[config.mk]
export PLATFORM = sky130hd
export DESIGN_NAME = xif_coproc_arbiter
export DESIGN_NICKNAME = d
export VERILOG_FILES = /design/src/rtl/xif_coproc_arbiter.sv
export SDC_FILE = /design/constraint.sdc
export NUM_CORES = 1
export LEC_CHECK = 0
export CORE_AREA = 2 2 167 169
export DETAILED_ROUTE_END_ITERATION = 7
export DIE_AREA = 0 0 169 171
export PLACE_DENSITY = 0.41
export SETUP_SLACK_MARGIN = 0.15
export SLEW_MARGIN = 20
export SYNTH_ARGS = -nofsm -noshare
export SYNTH_HDL_FRONTEND = slang
export SYNTH_SLANG_ARGS = --single-unit
export TNS_END_PERCENT = 50
[constraint.sdc]
create_clock -name clk_i -period 1.9 [get_ports clk_i]
set_clock_uncertainty 0.1 [all_clocks]
set_input_delay 0.38 -clock clk_i [delete_from_list [all_inputs] [get_ports clk_i]]
set_output_delay 0.38 -clock clk_i [all_outputs]
set_load 0.1 [all_outputs]
[src/rtl/xif_coproc_arbiter.sv]
// Shares one CORE-V-XIF coprocessor between NUM_CORES cores: round-robin issue arbitration,
// id remapping to {core_idx, core_id}, and per-core commit buffering onto the single commit port.
module xif_coproc_arbiter #(
  parameter int NUM_CORES = 2,
  parameter int ID_WIDTH  = 4,
  localparam int CW  = $clog2(NUM_CORES),
  localparam int CIW = CW + ID_WIDTH
) (
  input  logic                                 clk_i,
  input  logic                                 rst_i,
  input  logic [NUM_CORES-1:0]                 core_issue_valid_i,
  output logic [NUM_CORES-1:0]                 core_issue_ready_o,
  input  logic [NUM_CORES-1:0][31:0]           core_issue_instr_i,
  input  logic [NUM_CORES-1:0][ID_WIDTH-1:0]   core_issue_id_i,
  input  logic [NUM_CORES-1:0][63:0]           core_issue_rs_i,
  input  logic [NUM_CORES-1:0][1:0]            core_issue_rs_valid_i,
  output logic                                 core_issue_accept_o,
  output logic                                 core_issue_wb_o,
  input  logic [NUM_CORES-1:0]                 core_commit_valid_i,
  input  logic [NUM_CORES-1:0][ID_WIDTH-1:0]   core_commit_id_i,
  input  logic [NUM_CORES-1:0]                 core_commit_kill_i,
  output logic [NUM_CORES-1:0]                 core_result_valid_o,
  input  logic [NUM_CORES-1:0]                 core_result_ready_i,
  output logic [ID_WIDTH-1:0]                  core_result_id_o,
  output logic [31:0]                          core_result_data_o,
  output logic [4:0]                           core_result_rd_o,
  output logic                                 core_result_we_o,
  output logic                                 cop_issue_valid_o,
  input  logic                                 cop_issue_ready_i,
  output logic [31:0]                          cop_issue_instr_o,
  output logic [CIW-1:0]                       cop_issue_id_o,
  output logic [63:0]                          cop_issue_rs_o,
  output logic [1:0]                           cop_issue_rs_valid_o,
  input  logic                                 cop_issue_accept_i,
  input  logic                                 cop_issue_wb_i,
  output logic                                 cop_commit_valid_o,
  output logic [CIW-1:0]                       cop_commit_id_o,
  output logic                                 cop_commit_kill_o,
  input  logic                                 cop_result_valid_i,
  output logic                                 cop_result_ready_o,
  input  logic [CIW-1:0]                       cop_result_id_i,
  input  logic [31:0]                          cop_result_data_i,
  input  logic [4:0]                           cop_result_rd_i,
  input  logic                                 cop_result_we_i,
  output logic                                 busy_o,
  output logic                                 err_o
);

  localparam logic [0:0] IDLE   = 1'b0;
  localparam logic [0:0] LOCKED = 1'b1;

  logic [0:0]                          state_q;
  logic [CW-1:0]                       grant_q, rr_ptr_q, cm_ptr_q;
  logic [CW-1:0]                       arb_idx, arb_scan, cur_grant;
  logic                                arb_found;
  logic [CW-1:0]                       send_idx, send_scan;
  logic                                send_found;
  logic [NUM_CORES-1:0]                pend_v, pend_kill;
  logic [NUM_CORES-1:0][ID_WIDTH-1:0]  pend_id;
  logic [CW-1:0]                       res_idx;
  logic                                res_bad;

  function automatic logic [CW-1:0] wrap_inc(input logic [CW-1:0] v);
    return (v == CW'(NUM_CORES - 1)) ? '0 : v + CW'(1);
  endfunction

  // First requesting core at or after rr_ptr_q, wrapping around.
  always_comb begin
    arb_found = 1'b0;
    arb_idx   = rr_ptr_q;
    arb_scan  = rr_ptr_q;
    for (int i = 0; i < NUM_CORES; i++) begin
      if (!arb_found && core_issue_valid_i[arb_scan]) begin
        arb_found = 1'b1;
        arb_idx   = arb_scan;
      end
      arb_scan = wrap_inc(arb_scan);
    end
  end

  assign cur_grant         = (state_q == LOCKED) ? grant_q : arb_idx;
  assign cop_issue_valid_o = (state_q == LOCKED) ? core_issue_valid_i[grant_q] : arb_found;

  always_comb begin
    core_issue_ready_o            = '0;
    core_issue_ready_o[cur_grant] = cop_issue_valid_o & cop_issue_ready_i;
  end

  assign cop_issue_instr_o    = core_issue_instr_i[cur_grant];
  assign cop_issue_id_o       = {cur_grant, core_issue_id_i[cur_grant]};
  assign cop_issue_rs_o       = core_issue_rs_i[cur_grant];
  assign cop_issue_rs_valid_o = core_issue_rs_valid_i[cur_grant];
  assign core_issue_accept_o  = cop_issue_accept_i;
  assign core_issue_wb_o      = cop_issue_wb_i;

  // A stalled request freezes the grant until the coprocessor takes it.
  always_ff @(posedge clk_i) begin
    if (rst_i) begin
      state_q  <= IDLE;
      grant_q  <= '0;
      rr_ptr_q <= '0;
    end else if (cop_issue_valid_o) begin
      grant_q <= cur_grant;
      if (cop_issue_ready_i) begin
        state_q  <= IDLE;
        rr_ptr_q <= wrap_inc(cur_grant);
      end else begin
        state_q <= LOCKED;
      end
    end
  end

  always_comb begin
    send_found = 1'b0;
    send_idx   = cm_ptr_q;
    send_scan  = cm_ptr_q;
    for (int i = 0; i < NUM_CORES; i++) begin
      if (!send_found && pend_v[send_scan]) begin
        send_found = 1'b1;
        send_idx   = send_scan;
      end
      send_scan = wrap_inc(send_scan);
    end
  end

  // Captures are written after the send-clear so a same-cycle recapture keeps the entry valid.
  always_ff @(posedge clk_i) begin
    if (rst_i) begin
      pend_v             <= '0;
      pend_id            <= '0;
      pend_kill          <= '0;
      cm_ptr_q           <= '0;
      cop_commit_valid_o <= 1'b0;
      cop_commit_id_o    <= '0;
      cop_commit_kill_o  <= 1'b0;
      err_o              <= 1'b0;
    end else begin
      cop_commit_valid_o <= send_found;
      if (send_found) begin
        cop_commit_id_o    <= {send_idx, pend_id[send_idx]};
        cop_commit_kill_o  <= pend_kill[send_idx];
        pend_v[send_idx]   <= 1'b0;
        cm_ptr_q           <= wrap_inc(send_idx);
      end
      for (int i = 0; i < NUM_CORES; i++) begin
        if (core_commit_valid_i[i]) begin
          pend_v[i]    <= 1'b1;
          pend_id[i]   <= core_commit_id_i[i];
          pend_kill[i] <= core_commit_kill_i[i];
          if (pend_v[i] && !(send_found && send_idx == CW'(i))) err_o <= 1'b1;
        end
      end
      if (cop_result_valid_i && res_bad) err_o <= 1'b1;
    end
  end

  assign res_idx = cop_result_id_i[CIW-1:ID_WIDTH];
  assign res_bad = ({1'b0, res_idx} >= (CW + 1)'(NUM_CORES));

  // Results for a nonexistent core are swallowed so the coprocessor never stalls.
  always_comb begin
    core_result_valid_o = '0;
    cop_result_ready_o  = res_bad;
    for (int i = 0; i < NUM_CORES; i++) begin
      if (!res_bad && res_idx == CW'(i)) begin
        core_result_valid_o[i] = cop_result_valid_i;
        cop_result_ready_o     = core_result_ready_i[i];
      end
    end
  end

  assign core_result_id_o   = cop_result_id_i[ID_WIDTH-1:0];
  assign core_result_data_o = cop_result_data_i;
  assign core_result_rd_o   = cop_result_rd_i;
  assign core_result_we_o   = cop_result_we_i;

  assign busy_o = (state_q == LOCKED) | (|pend_v);

endmodule

==> results.ini <==
[worst_setup_path]
cp_cell_sequence = o21bai_4 > o21ai_4 > buf_12 > buf_16 > buf_8 > mux2_4 > buf_12
reg2reg_slack_ns = 0.43
endpoint_kind = output pin
cp_data_required_time_ns = 1.42
path_max_fanout = 8
critPathArrivalTime_ns = 1.92
startpoint_type = flip-flop
max_stage_delay_ns = 0.32
crit_path_top_delay_cell = dfxtp_2
cpMostUsedCell = buf_12
critical_path_class = reg2out

[floorplanning]
die_y_um = 171
io_pins = 431
die_x_um = 169
initial_core_util_pct = 9.41
die-area_um2 = 28900
core_um2 = 27300
row_count = 61

[outcome]
violations = negative setup slack
outcome = finished with violations

[cells_and_area]
most-common-layout-cells = clkdlybuf4s50_1, buf_12, mux2_4, dfxtp_1, nor2_1
fin_nets = 862
fin_cells = 938
antenna_cells = 0
final_cell_area_um2 = 8130
final_common_cell = clkdlybuf4s50_1
area_growth_syn_to_layout_pct = 216
drive_gt1_share_pct = 47.3

[sta]
final_max_slew_viol_count = 0
hold_viol = 0
fin_crit_sh_pct = 126
finalSetupViolations = 105
worst_slack_ns = -0.503
rsz0062_at_grt = true
max_slew_margin_pct = 82.4
final.min_clock_period_ns = 2.40
tightest_slew_ns = 0.259
fmax_mhz = 416
timing.setup.tns_ns = -48.49

[power]
cellPowerDensity_nw_per_um2 = 677
max-vdd-ir-drop_v = 0.000303
leakagePower_uw = 0.00339

[grt]
grt_pass1_vias = 3393
use_met3_pct = 3.96
antenna_found_initial = 0
track_usage_pct = 10.6
overflow = 0
grt_util_met2_pct = 18.8
busiest_layer = met2
use_met1_pct = 12.7
grt_pass1_wl_um = 23000
grt_max_degree = 25

[clock_tree]
cts_sinks = 24
clkTransAtPathRegs_ns = 0.06
cts_tree = yes
cts_root_buffer = clkbuf_16
htree_levels = 1
cts_max_path_buffers = 2
insertion_delay_ns = 0.26
cts_buffers = 3

[yosys]
synth_fp_nets = 539
synth_area_um2 = 2570
synth_edf_count = 0
synth_area_per_cell_um2 = 9.53
synth_warnings = 0
yosys_register_bits = 24
synthArstFlopShare_pct = 0
synthCells = 270
yosysUniqueCellTypes = 29
ys_seq_area_share_pct = 18.7
synth_ff_type = dfxtp_1

[hold_path]
hp-class = reg2reg

[placement]
hpwlAfterDp_um = 14700
gp_congestion = 0.805
dpl_worst_slack_ns = -0.785
port_buffers = 342
placed_cells = 925
dpl-instance-area_um2 = 7640

[route]
post_drt_wl_per_cell_um = 18.4
antenna_left = 0
dr_total_vias = 3299
drt_wl_total_um = 17300
drt_iter0_drc = 80
via_per_inst = 3.52
drtPass1Iterations = 4
remaining_drc_errors = 0

[job]
cap_violations = 0

[path summary, 6_finish.rpt]
check,startpoint,to,depth (start not counted)
setup / recovery,state_q$_SDFFE_PP0N_,cop_issue_rs_o[12],7
hold / removal,pend_kill[1]$_SDFFE_PP0P_,cop_commit_kill_o$_SDFFE_PP0P_,2
setup reg to reg,pend_v[0]$_SDFFE_PP0P_,cop_commit_id_o[0]$_SDFFE_PP0P_,5
hold reg to reg,pend_kill[1]$_SDFFE_PP0P_,cop_commit_kill_o$_SDFFE_PP0P_,2
[cells in the mapped netlist (all sizes together) (4+ instances only)]
library cell	number	area share (%)
mux2	104	46
buf	56	17
dfxtp	24	19
nor2	22	3.2
mux2i	11	4.3
a21oi	7	1.4
clkbuf	6	0.88
nor2b	5	1.2
nor3	5	0.97
nand2	4	0.58
[kinds of logic after synthesis]
family / share of synthesized area (%)
muxes: 49.8
buffers and inverters: 18.0
and+or+nand+nor: 8.12
DFF: 18.7
AOI/OAI and AO/OA: 5.40
[per-layer routing]
layer	routed length (um)	share of wire, %	vias to the layer above
met5	46	0.27	-
met4	83	0.48	2
met3	1700	9.8	5
met2	8750	51	209
met1	6720	39	1524
li1	-	-	1559
[registers in the layout, indices dropped and copies added (netlist names)]
| signal | count |
|---|---|
| pend_id | 8 |
| cop_commit_valid_o | 1 |
| grant_q | 1 |
| state_q | 1 |
| cm_ptr_q | 1 |
| rr_ptr_q | 1 |
| cop_commit_kill_o | 1 |
| pend_v | 2 |
| pend_kill | 2 |
| err_o | 1 |
| cop_commit_id_o | 5 |
[worst max-delay path, delay by kind of cell, from the launching register on]
kind | cells | cell delay (ns)
AOI/OAI and AO/OA | 2 | 0.42
buffers and inverters | 4 | 0.58
DFF | 1 | 0.32
muxes | 1 | 0.32
[per-stage QoR]
stage	total power (uW)	hold slack [ns]	util (%)
2_1_floorplan	3480	0.358	-
3_3_place_gp	4810	0.379	28.0
3_5_place_dp	4820	0.383	28.0
4_1_cts	5520	0.395	29.5
5_1_grt	5660	0.425	29.8
6_report	5500	0.405	29.8
[layout make-up]
| class | count | area [um2] |
|---|---|---|
| Clock buffer | 4 | 88.8 |
| Fill cell | 2772 | 19200 |
| Inverter | 2 | 10.0 |
| Multi-Input combinational cell | 182 | 2020 |
| Sequential cell | 24 | 482 |
| Tap cell | 346 | 433 |
| Timing Repair Buffer | 380 | 5100 |
[report_power, final]
part           total (uW)  leakage (uW)  switching [uW]  internal, uW
clock                 508     0.0000442             186           322
sequential            564      0.000198            28.0           536
combinational        4430       0.00315            2510          1920
total                5500       0.00339            2720          2780
[what timing repair did]
item | in CTS | in global routing
hold buffers | 0 | 0
resized for setup | 64 | 8
cloned | 3 | 2
setup buffers | 4 | 0
setup endpoints to repair | 110 | 107
pin swaps | 1 | 1
Note: power is estimated with default switching activity, not from simulation.
==> RTL change 1 (same settings) <==
The parameter `ID_WIDTH` goes from 4 to 5.
--- a/src/rtl/xif_coproc_arbiter.sv
+++ b/src/rtl/xif_coproc_arbiter.sv
@@ -3,5 +3,5 @@
 module xif_coproc_arbiter #(
   parameter int NUM_CORES = 2,
-  parameter int ID_WIDTH  = 4,
+  parameter int ID_WIDTH  = 5,
   localparam int CW  = $clog2(NUM_CORES),
   localparam int CIW = CW + ID_WIDTH
Ports: changed (6 resized); port bits go from 431 to 439. The function was not compared with the original's and may differ.
==> RTL change 1 against the unedited design <==
- hold slack better by 0.0029 ns
- critical path depth is 1 higher
- final cell count is 2.3% higher
- highest routed layer is now met3
- wire length is 17% higher
- non-clock buffer count is 10 higher
- design area is 3.8% higher
- setup slack better by 0.0021 ns
- largest power group unchanged
- die area stayed put
- power is 3.8% higher
- area after synthesis is 4.7% higher
- the run still ends with negative setup slack left
- sequential cell count is 3 higher
- via count is 4.8% higher
==> RTL change 1: results <==
[global_routing]
use_met3 = 0.0807
grt.met2_usage = 0.227
grt_use_total = 0.125
grtUsageMet1 = 0.127
grt_pass1_wl_um = 26300
grt_max_degree = 18

[route]
wirelength_um = 20300
wirelength_met1_um = 6740
met2_length_um = 10500
routed.top_layer = "met3"
detail_route.vias_per_cell = 3.60
wl_met3_um = 2990

[placement]
port_buffers = 348
placed_area_sq_mm = 0.00789
dpl_worst_slack_ns = -0.774
placed_cells = 944
gp_congestion = 0.807

[synth]
synth_cell_types = 30
synth-seq-area-share = 0.201
ys_top_cells_by_count = "mux2_2 (60), buf_4 (51), mux2_1 (50)"
synthTopCellsByArea = "mux2_2 (25%), mux2_1 (21%), dfxtp_1 (20%), buf_4 (14%), mux2i_1 (4.8%)"

[pwr]
leakage_nw = 3.56
p_comb_frac = 0.799
seq_power_share = 0.112
ir_worst_vdd_mv = 0.362
p_switching_w = 0.00283
internal_power_w = 0.00288

[layout]
fin_nets = 889
nFillCells = 2792
drive_gt1_frac = 0.472

[critical_path]
path_max_fanout = 7

[status]
status = "finished with violations"
violations = "negative setup slack"

[timing]
setup_slack_ns = -0.501
setup_viol = 105
finalSetupTns_ns = -44.24
==> RTL change 1: changes by cell type in the layout (fill, tap and decap cells not counted), moves of 3 or more <==
cell / unedited run / this run
mux2_2: 20 / 12
buf_12: 122 / 128
mux2_4: 84 / 98
buf_6: 4 / 7
nor2b_1: 4 / 1
nor2_1: 22 / 26
buf_8: 6 / 1
nor3_1: 5 / 1
clkdlybuf4s50_1: 220 / 224
o21ai_0: 2 / 7
mux2i_1: 10 / 13
==> RTL change 1: final timing paths <==
| check | end | slack, ns | depth (start not counted) |
|---|---|---|---|
| min reg2reg | pend_kill[1]$_SDFFE_PP0P_ | 0.41 | 2 |
| max | cop_issue_rs_o[57] | -0.50 | 8 |
| max reg2reg | cop_commit_id_o[0]$_SDFFE_PP0P_ | 0.51 | 4 |
| min | pend_kill[1]$_SDFFE_PP0P_ | 0.41 | 2 |
==> RTL change 1: layout make-up <==
type	instances	area (sq um)	share of cell area
flip-flops and latches	27	544	0.0645
multi-input cells	189	2120	0.251
inverters	4	17.5	0.00207
clock inverters	1	8.76	0.00104
clock buffers	3	75.1	0.00889
repair buffers	390	5240	0.621
well taps	346	433	0.0513
==> RTL change 1: worst max-delay path, stage by stage, from the launching register on <==
cell and delay [ns]:
dfxtp_2 0.34, o21bai_4 0.18, o21ai_4 0.17, buf_6 0.14, buf_12 0.10, buf_16 0.11
buf_6 0.11, mux2_4 0.33, buf_12 0.17
==> RTL change 1: logic make-up after synthesis <==
group	share of synthesized area
AO/OA/AOI/OAI	0.0590
buffers and inverters	0.170
flip-flops	0.201
multiplexers	0.508
AND/OR/NAND/NOR	0.0627
==> RTL change 2 (same flow settings) <==
Without the edit above. Register the output `err_o` once more, cleared by the reset; this adds one clock of latency there. The other outputs are not delayed to match.
--- a/src/rtl/xif_coproc_arbiter.sv
+++ b/src/rtl/xif_coproc_arbiter.sv
@@ -49,4 +49,6 @@
   localparam logic [0:0] IDLE   = 1'b0;
   localparam logic [0:0] LOCKED = 1'b1;
+
+  logic err_s0;
 
   logic [0:0]                          state_q;
@@ -134,5 +136,5 @@
       cop_commit_id_o    <= '0;
       cop_commit_kill_o  <= 1'b0;
-      err_o              <= 1'b0;
+      err_s0             <= 1'b0;
     end else begin
       cop_commit_valid_o <= send_found;
@@ -148,8 +150,8 @@
           pend_id[i]   <= core_commit_id_i[i];
           pend_kill[i] <= core_commit_kill_i[i];
-          if (pend_v[i] && !(send_found && send_idx == CW'(i))) err_o <= 1'b1;
+          if (pend_v[i] && !(send_found && send_idx == CW'(i))) err_s0 <= 1'b1;
         end
       end
-      if (cop_result_valid_i && res_bad) err_o <= 1'b1;
+      if (cop_result_valid_i && res_bad) err_s0 <= 1'b1;
     end
   end
@@ -177,4 +179,12 @@
   assign busy_o = (state_q == LOCKED) | (|pend_v);
 
+  always_ff @(posedge clk_i) begin
+    if (rst_i) begin
+      err_o <= '0;
+    end else begin
+      err_o <= err_s0;
+    end
+  end
+
 endmodule
 
Formal check against the unedited RTL: not equivalent (a bounded check fails within 4 cycles, from zero or initial values and one cycle with rst_i high).
==> RTL change 2 against the unedited design <==
- the flow still finishes with violations (negative setup slack)
- largest power group unchanged
- area after synthesis grew 1.2%
- core utilization increased by 0.74 points
- wire length increased by 3.9%
- power rose by 1.2%
- setup slack gained 0.017 ns
- design area grew 2.5%
- clock power decreased by 5.9%
- highest routed layer unchanged
- sequential cell count rose by 1
==> RTL change 2: results <==
[status]
status = "finished with violations"
violations = "negative setup slack"

[critical_path]
path_max_fanout = 8
critical_path_arrival_ns = 1.91

[synth]
synth-seq-area-share = 0.192
synth_warnings = 0
async_flop_share = 0
synth_top_flop_cell = "dfxtp_1"
ys_top_cells_by_count = "mux2_1 (60), buf_4 (46), mux2_2 (44)"
syn-num-nets = 542
synthesis.area_per_instance_sq_um = 9.53
synth_cell_types = 29
synthTopCellsByArea = "mux2_1 (26%), dfxtp_1 (19%), mux2_2 (19%), buf_4 (13%), mux2i_1 (4.2%)"

[layout]
largest_registers = "pend_id: 8 flops, cop_commit_id_o: 5 flops"
nFillCells = 2753
drive_gt1_frac = 0.481
fin_nets = 873

[route]
dr.pass1.iters = 4
wl_per_cell_um = 18.9
drtIter0Drc = 79
detail_route.vias_per_cell = 3.50
wirelength_um = 18000

[cts]
cts_max_level = 1
worstSkewPairLatency_ns = 0.26
cts_made_buffers = 3
cts_root_buffer = "clkbuf_16"
clockBufferDepth = 2
clk_pin_slew_ns = 0.07

[global_routing]
grt_use_total = 0.112
antenna_found_initial = 4
grt_pass1_vias = 3556
grt_max_degree = 26
grt_pass1_wl_um = 24200

[pwr]
ir_worst_vdd_mv = 0.353
leakage_nw = 3.52

[timing]
setup_viol = 104
worstMarginPinSlew_ns = 0.255
finalSetupTns_ns = -42.99
setup_slack_ns = -0.486

[hold_path]
hold_path_class = "reg -> reg"

[placement]
placed_area_sq_mm = 0.00774
gp_congestion = 0.785
hpwl_um = 15600
port_buffers = 342
placed_cells = 934
[RTL change 2: repair_timing]
action	in CTS	in global routing
pin swaps	4	4
buffers inserted	7	1
gates resized for setup	90	8
setup endpoints to repair	109	107
gates cloned	3	0
[RTL change 2: routing by layer]
metal,GRT usage,up-vias,share of wire
met4,0.00892,4,0.0014
met5,0,-,0.0014
met3,0.0537,6,0.12
met1,0.133,1526,0.38
met2,0.192,211,0.50
li1,-,1582,-
[RTL change 2: area by class of cell]
cell class,instances,area [sq um],share of cell area
Timing Repair Buffer,389,5220,0.626
Multi-Input combinational cell,183,2080,0.250
Sequential cell,25,503,0.0604
Tap cell,346,433,0.0519
Clock buffer,3,75.1,0.00901
Inverter,2,10.0,0.00120
Clock inverter,1,7.51,0.000901
Antenna cell,1,2.50,0.000300
[RTL change 2: per-stage QoR]
step / utilization / worst slack (ns)
after detailed placement: 0.283 / -0.738
after global routing: 0.305 / -0.536
after CTS: 0.304 / -0.512
after floorplan: - / -0.290
final: 0.305 / -0.486
after global placement: 0.283 / -0.729
[RTL change 2: critical path, cell delays in order]
cell and delay (ns):
clkdlybuf4s15_2 0.21, inv_4 0.08, a21oi_4 0.06, o21ai_4 0.16, buf_12 0.14, buf_12 0.13
buf_8 0.12, buf_16 0.13, mux2_4 0.32, buf_12 0.17
[RTL change 2: final timing paths]
check	start	endpoint	slack (ns)	cells after the start
worst max register to register	grant_q$_SDFFE_PP0N_	rr_ptr_q$_SDFFE_PP0N_	0.44	7
worst min register to register	err_s0$_SDFF_PP0_	err_s0$_SDFF_PP0_	0.37	2
worst max-delay path	core_issue_valid_i[0]	cop_issue_instr_o[27]	-0.49	10
worst min-delay path	err_s0$_SDFF_PP0_	err_s0$_SDFF_PP0_	0.37	2
[RTL change 2: where the power goes]
part,switching [W],internal [W]
Combinational,0.00253,0.00198
Clock,0.000192,0.000286
Sequential,0.0000271,0.000558
Total,0.00275,0.00282
[RTL change 2: logic make-up (layout without fill, tap and decap cells)]
family,after synthesis,after routing,synth area share
AOI/OAI and AO/OA,22,22,0.0534
other,0,1,0
muxes,115,115,0.492
DFF,25,25,0.192
and+or+nand+nor,46,46,0.0827
buffers and inverters,65,395,0.179
